[src/rtl/led_fade_driver.sv]
// LED fade driver: per-channel brightness ramps toward the leds_val target
// and is rendered as period-aligned PWM on leds_out.
// Optional macro LED_FADE_GAMMA_EN: square-law duty mapping for perceptually
// linear fades; when undefined the duty is the raw level and no multiplier exists.
module led_fade_driver #(
  parameter int unsigned NUM_LEDS = 8,
  parameter int unsigned PWM_BITS = 8,
  parameter int unsigned STEP_DIV = 1024
) (
  input  logic                clk,
  input  logic                reset_n,
  input  logic [NUM_LEDS-1:0] leds_val,
  input  logic                enable,
  output logic [NUM_LEDS-1:0] leds_out,
  output logic                fade_busy
);

  localparam int unsigned STEP_W = (STEP_DIV > 1) ? $clog2(STEP_DIV) : 1;
  localparam int unsigned PROD_W = 2 * PWM_BITS;
  localparam logic [PWM_BITS-1:0] LVL_MAX = '1;
  localparam logic [STEP_W-1:0] STEP_LAST = STEP_W'(STEP_DIV - 1);

  logic [PWM_BITS-1:0] pwm_cnt, pwm_cnt_nxt;
  logic [STEP_W-1:0]   step_cnt, step_cnt_nxt;
  logic [PWM_BITS-1:0] level     [NUM_LEDS];
  logic [PWM_BITS-1:0] level_nxt [NUM_LEDS];
  logic [PWM_BITS-1:0] duty      [NUM_LEDS];
  logic [PWM_BITS-1:0] duty_nxt  [NUM_LEDS];
  logic [PWM_BITS-1:0] duty_load [NUM_LEDS];
  logic [NUM_LEDS-1:0] leds_out_nxt;
  logic                busy_nxt;
  logic                step_tick;
  logic                pwm_wrap;

  assign step_tick = enable && (step_cnt == STEP_LAST);
  assign pwm_wrap  = enable && (pwm_cnt == LVL_MAX);

`ifdef LED_FADE_GAMMA_EN
  logic [PROD_W-1:0] sq [NUM_LEDS];

  // Square-law duty: upper half of level*level, full level pinned to full duty
  always_comb begin
    for (int unsigned i = 0; i < NUM_LEDS; i++) begin
      sq[i]        = PROD_W'(level[i]) * PROD_W'(level[i]);
      duty_load[i] = (level[i] == LVL_MAX) ? LVL_MAX : PWM_BITS'(sq[i] >> PWM_BITS);
    end
  end
`else
  // Linear duty: the level itself
  always_comb begin
    for (int unsigned i = 0; i < NUM_LEDS; i++) begin
      duty_load[i] = level[i];
    end
  end
`endif

  // PWM and fade-step counters advance only while enabled
  always_comb begin
    pwm_cnt_nxt  = pwm_cnt;
    step_cnt_nxt = step_cnt;
    if (enable) begin
      pwm_cnt_nxt  = pwm_cnt + 1'b1;
      step_cnt_nxt = step_tick ? '0 : step_cnt + 1'b1;
    end
  end

  // Saturating level ramp on step ticks; duty latched from the pre-tick level at period end
  always_comb begin
    for (int unsigned i = 0; i < NUM_LEDS; i++) begin
      level_nxt[i] = level[i];
      duty_nxt[i]  = duty[i];
      if (step_tick) begin
        if (leds_val[i] && (level[i] != LVL_MAX)) begin
          level_nxt[i] = level[i] + 1'b1;
        end else if (!leds_val[i] && (level[i] != '0)) begin
          level_nxt[i] = level[i] - 1'b1;
        end
      end
      if (pwm_wrap) begin
        duty_nxt[i] = duty_load[i];
      end
    end
  end

  // PWM compare and busy detection, both registered below
  always_comb begin
    leds_out_nxt = '0;
    busy_nxt     = 1'b0;
    for (int unsigned i = 0; i < NUM_LEDS; i++) begin
      if (enable) begin
        leds_out_nxt[i] = (duty[i] == LVL_MAX) || (duty[i] > pwm_cnt);
      end
      if (level[i] != (leds_val[i] ? LVL_MAX : {PWM_BITS{1'b0}})) begin
        busy_nxt = 1'b1;
      end
    end
  end

  // State and output registers
  always_ff @(posedge clk or negedge reset_n) begin
    if (!reset_n) begin
      pwm_cnt   <= '0;
      step_cnt  <= '0;
      leds_out  <= '0;
      fade_busy <= 1'b0;
      for (int unsigned i = 0; i < NUM_LEDS; i++) begin
        level[i] <= '0;
        duty[i]  <= '0;
      end
    end else begin
      pwm_cnt   <= pwm_cnt_nxt;
      step_cnt  <= step_cnt_nxt;
      leds_out  <= leds_out_nxt;
      fade_busy <= busy_nxt;
      for (int unsigned i = 0; i < NUM_LEDS; i++) begin
        level[i] <= level_nxt[i];
        duty[i]  <= duty_nxt[i];
      end
    end
  end

endmodule

[config.mk]
export PLATFORM = sky130hd
export DESIGN_NAME = led_fade_driver
export DESIGN_NICKNAME = d
export VERILOG_FILES = /design/src/rtl/led_fade_driver.sv
export SDC_FILE = /design/constraint.sdc
export NUM_CORES = 1
export LEC_CHECK = 0
export BUFFER_PORTS_ARGS = -buffer_cell sky130_fd_sc_hd__clkbuf_2
export CAP_MARGIN = 20
export CORE_ASPECT_RATIO = 1.4
export CORE_MARGIN = 2
export CORE_UTILIZATION = 25
export CTS_CLUSTER_SIZE = 20
export DETAILED_ROUTE_END_ITERATION = 7
export HOLD_SLACK_MARGIN = 0.1
export PLACE_DENSITY = 0.42
export REMOVE_ABC_BUFFERS = 1
export SKIP_LAST_GASP = 1
export SYNTH_ARGS = -nofsm -noshare
export SYNTH_HDL_FRONTEND = slang
export SYNTH_SLANG_ARGS = --single-unit
[constraint.sdc]
create_clock -name clk -period 5.1 [get_ports clk]
set_clock_uncertainty 0.05 [all_clocks]
set_input_delay 0.51 -clock clk [delete_from_list [all_inputs] [get_ports clk]]
set_output_delay 0.51 -clock clk [all_outputs]
set_load 0.02 [all_outputs]
# Yosys cells after proc, flatten, opt, wreduce, memory -nomap -nowiden
# Cells that the tools add are included.
# Widths: inputs -> output; s select.
# totals
wordCells	171
ff_bits	155
inputBits	11
# classes
addsub	18
n_reduce_logical	58
order_cmp	8
n_mux	41
n_eq_ne	26
# op_table
operator	n
$mux 8	24
$add 8x1->8 const B	9
$eq 8x8->1 const B	9
$gt 8x8->1	8
$ne 8x8->1	8
$ne 8x8->1 const B	8
$reduce_bool 8->1	8
$sub 8x1->8 const B	8
$logic_and 1x1->1	18
$mux 1	16
$reduce_and 2->1	8
$reduce_bool 2->1	8
$add 10x1->10 const B	1
$eq 10x10->1 const B	1
$mux 10	1
$logic_not 1->1	8
$logic_or 1x1->1	8

# Longest topological paths before layout
# logic_depth
word_depth	10
depth_mapped	9
ltp_nobuf	9

# Worst setup path after synthesis
# OpenSTA, ideal clock, no wires.
# synth_timing
path_kind	reg-to-reg
start	register level, in the netlist duty_load[32]
end	register level, in the netlist duty_load[38]
n_path_buf	0
setup_ns	0.125
required_time_ns	4.925
path_slack_ns	2.395
path_stages_with_launch	10
arrival_time_ns	2.531
cell_sequence	dfrtp_1 nand4_1 o21ai_0 ha_1 a21o_1 a21oi_1 o21bai_1 a21oi_1 xnor2_1 mux2_2
# synth_via
elab_chain_len	4
# synth_lines
element	line	text
start, declared	25	logic [PWM_BITS-1:0] level [NUM_LEDS];
start signal, assigned by index	116	level[i] <= level_nxt[i];
parallel branches: the longest is 4 deep, another holds $sub 8x1->8	n/a	
# Several ways; the timed one is not identified. The select of a mux whose other input is x is not followed.
# A chain may end at the register's enable or synchronous reset.

# Worst setup path in the final report
# layout_timing
start	register level, in the netlist duty_load[6]
end	register level, in the netlist duty_load[7]
# The elaborated chain is that of the path after synthesis.

==> qor.csv <==
stage;metric;value;unit
clocking;post_cts_buffers;0;
placement;port_buffers;19;
clocking;cts_tree;done;
clocking;post_cts_resized;0;
timing;rsz0062_at_grt;false;
critical_path;r2r-end;duty_load[7]$_DFFE_PN0P_;
detailed_routing;wl_per_cell;15.51;um
placement;gp_congestion;0.7247;
logic_synthesis;syn_area;9657;um2
critical_path;cpPeakStageDelay;0.87;ns
critical_path;worstPathCellList;nand4_1 > o21ai_0 > ha_1 > a21oi_1 > o211ai_1 > o41ai_1 > xnor2_1 > nand2_1 > xnor2_1;
timing;timing.hold.ws;0.4346;ns
critical_path;r2r_start;duty_load[6]$_DFFE_PN0P_;
final_layout;layout_common_cells;dfrtp_1, ha_1, mux2_2;
critical_path;reg2reg_depth;9;
clocking;insertion_delay;0.44;ns
timing;fmax;316.9;MHz
clocking;cts_sinks;155;
critical_path;critPathKind;flip-flop to flip-flop;
power_and_ir_drop;peakVddDrop;0.2360;mV
global_routing;grt_overflow;0;
power_and_ir_drop;p_per_area;299.3;nW/um2
timing;setup_viol;0;
power_and_ir_drop;leakagePower;5.353;nW
floorplan;die-width;170.1;um
final_layout;nFillCells;4000;
clocking;cts_buffers;17;
global_routing;grt_pass1_vias;7047;
critical_path;crit_start;duty_load[6]$_DFFE_PN0P_;
clocking;clkTransAtPathRegs;0.06;ns
floorplan;core;38290;um2
power_and_ir_drop;total_power;3.277;mW
clocking;htree_levels;4;
final_layout;nNetsFinal;1059;
final_layout;area_delta_synth_final;13.38;%
clocking;root_buffer;clkbuf_16;
final_layout;final_common_cell;dfrtp_1;
timing;worstMarginPinSlew;1.076;ns
critical_path;worst_setup_path_end_kind;flip-flop;
timing;slew_violations;0;
final_layout;multiInputGateArea;5530;um2
worst_hold_path;min_path_type;flip-flop to flip-flop;
logic_synthesis;synthAdderAreaFrac;0.1643;
critical_path;reg2reg_slack;1.94;ns
detailed_routing;num_vias;6724;
timing;hold_violations;0;
logic_synthesis;synth_compound_gate_area_share;0.1034;
logic_synthesis;ys_seq_area_frac;0.4017;
logic_synthesis;yosys.area_share.simple;0.1182;
critical_path;crit_fanout;8;
final_layout;num_antenna_cells;0;
logic_synthesis;synthArstFlopShare;1.000;
floorplan;io_pins;20;
timing;post-route-period-util;0.6187;
clocking;cts.hold.buffers_added;1;
critical_path;cp_slowest_cell;o21ai_0;
logic_synthesis;synth_xor_area_frac;0.06802;
placement;dp_hpwl;15640;um
logic_synthesis;synth_warnings;0;
job;drv_cap;0;
critical_path;cp.required;5.37;ns
final_layout;register_area;3879;um2
status;status;finished clean;
critical_path;cp-start-kind;flip-flop;
final_layout;fin_util;0.2860;
floorplan;die_h;236.5;um
critical_path;arrival;3.42;ns
detailed_routing;routed_wl;21980;um
final_layout;design_area;10950;um2
timing;slew_headroom;0.2754;
critical_path;crit_top_cell;xnor2_1;
logic_synthesis;synthMuxAreaShare;0.1188;
timing;fin_setup_tns;0;ns
logic_synthesis;ys_seq_elements;155;
logic_synthesis;synthFlopType;dfrtp_1;
logic_synthesis;ys_types;41;
global_routing;grt_start_max_net_pins;58;
placement;place_area;10310;um2
timing;fin_crit;3.155;ns
floorplan;start_util;0.2522;
detailed_routing;antenna_left;0;
final_layout;drive_gt1_frac;0.1789;
logic_synthesis;synth_top_family_by_area;adder cells;
global_routing;track_usage;0.1176;
global_routing;grt_pass1_wl;36990;um
logic_synthesis;synth-edff-count;0;
logic_synthesis;synthCells;894;
detailed_routing;firstDrtPassIters;4;
detailed_routing;drt_iter0_drc;239;
global_routing;antenna_found_initial;0;
detailed_routing;route.detailed.vias_per_inst;4.745;
detailed_routing;drc;0;
logic_synthesis;avgSynthCellArea;10.80;um2
floorplan;die-area;40240;um2
critical_path;crit_end;duty_load[7]$_DFFE_PN0P_;
floorplan;placementRows;85;
clocking;cts_buffer_depth;2;
-- layout make-up --
cell class | count | area share
clock buffer | 20 | 0.04171
clock inverter | 12 | 0.01337
inverter | 44 | 0.01508
multi-input combinational | 678 | 0.5051
sequential | 155 | 0.3542
tap | 478 | 0.05462
timing repair buffer | 30 | 0.01588
-- kinds of logic after synthesis --
kind of cell,Yosys count
AO/OA/AOI/OAI,164
XOR/XNOR,75
adder cells (fa/ha/maj),122
buffers and inverters,61
flip-flops,155
multiplexers,102
AND/OR/NAND/NOR,215
-- worst min-delay path by stage --
stage	end	slack, ns	start	cells after the start
floorplan	duty[0]$_DFFE_PN0P_	0.16	reset_n	0
global placement	step_cnt[4]$_DFFE_PN0P_	0.43	step_cnt[4]$_DFFE_PN0P_	1
detailed placement	step_cnt[4]$_DFFE_PN0P_	0.42	step_cnt[4]$_DFFE_PN0P_	1
CTS	step_cnt[4]$_DFFE_PN0P_	0.43	step_cnt[4]$_DFFE_PN0P_	1
global route	pwm_cnt[3]$_DFFE_PN0P_	0.46	pwm_cnt[3]$_DFFE_PN0P_	1
finish	step_cnt[4]$_DFFE_PN0P_	0.43	step_cnt[4]$_DFFE_PN0P_	1
-- state kept, by name (all words and copies together), names as in the netlist --
name       cells
step_cnt      10
leds_out       8
pwm_cnt        8
duty_load     64
fade_busy      1
duty          64
-- synth_stat cells (15+ instances only) --
master	instances	share of area
a21o_1	25	0.019
inv_1	44	0.017
nor2_1	38	0.015
nand4_1	51	0.033
xnor2_1	57	0.052
ha_1	114	0.15
mux2_2	101	0.12
nor4_1	16	0.010
nor3_1	17	0.0088
buf_2	15	0.0078
o21ai_0	38	0.020
a21oi_1	54	0.028
nand2_1	32	0.012
dfrtp_1	155	0.40
nand3_1	24	0.012
xor2_1	18	0.016
-- worst max-delay path: cells and delay by family (launching register included) --
| family | cells | cell delay [ns] |
|---|---|---|
| compound gates | 4 | 1.58 |
| xor+xnor | 2 | 0.30 |
| fa+ha+maj | 1 | 0.39 |
| flops | 1 | 0.47 |
| simple gates | 2 | 0.24 |
-- power by group --
group	switching, mW	internal (mW)
clock	0.530	0.791
sequential	0.0741	1.28
combinational	0.367	0.233
total	0.971	2.31
-- metrics by stage --
| stage | setup WS [ns] | cells |
|---|---|---|
| 6_report | 1.945 | 1417 |
| 5_1_grt | 1.729 | 1417 |
| 4_1_cts | 1.861 | 1412 |
| 3_5_place_dp | 1.891 | 1379 |
| 3_3_place_gp | 1.904 | 1379 |
| 2_1_floorplan | 1.373 | 877 |
-- layer usage --
| metal | global-route usage | up-vias | part of all wire |
|---|---|---|---|
| met2 | 0.2143 | 48 | 0.53 |
| met3 | 0.02424 | 24 | 0.023 |
| met4 | 0.04170 | 0 | 0.019 |
| li1 | - | 3351 | - |
| met5 | 0 | - | 0 |
| met1 | 0.1346 | 3301 | 0.43 |
Note: power is estimated with default switching activity, not from simulation.
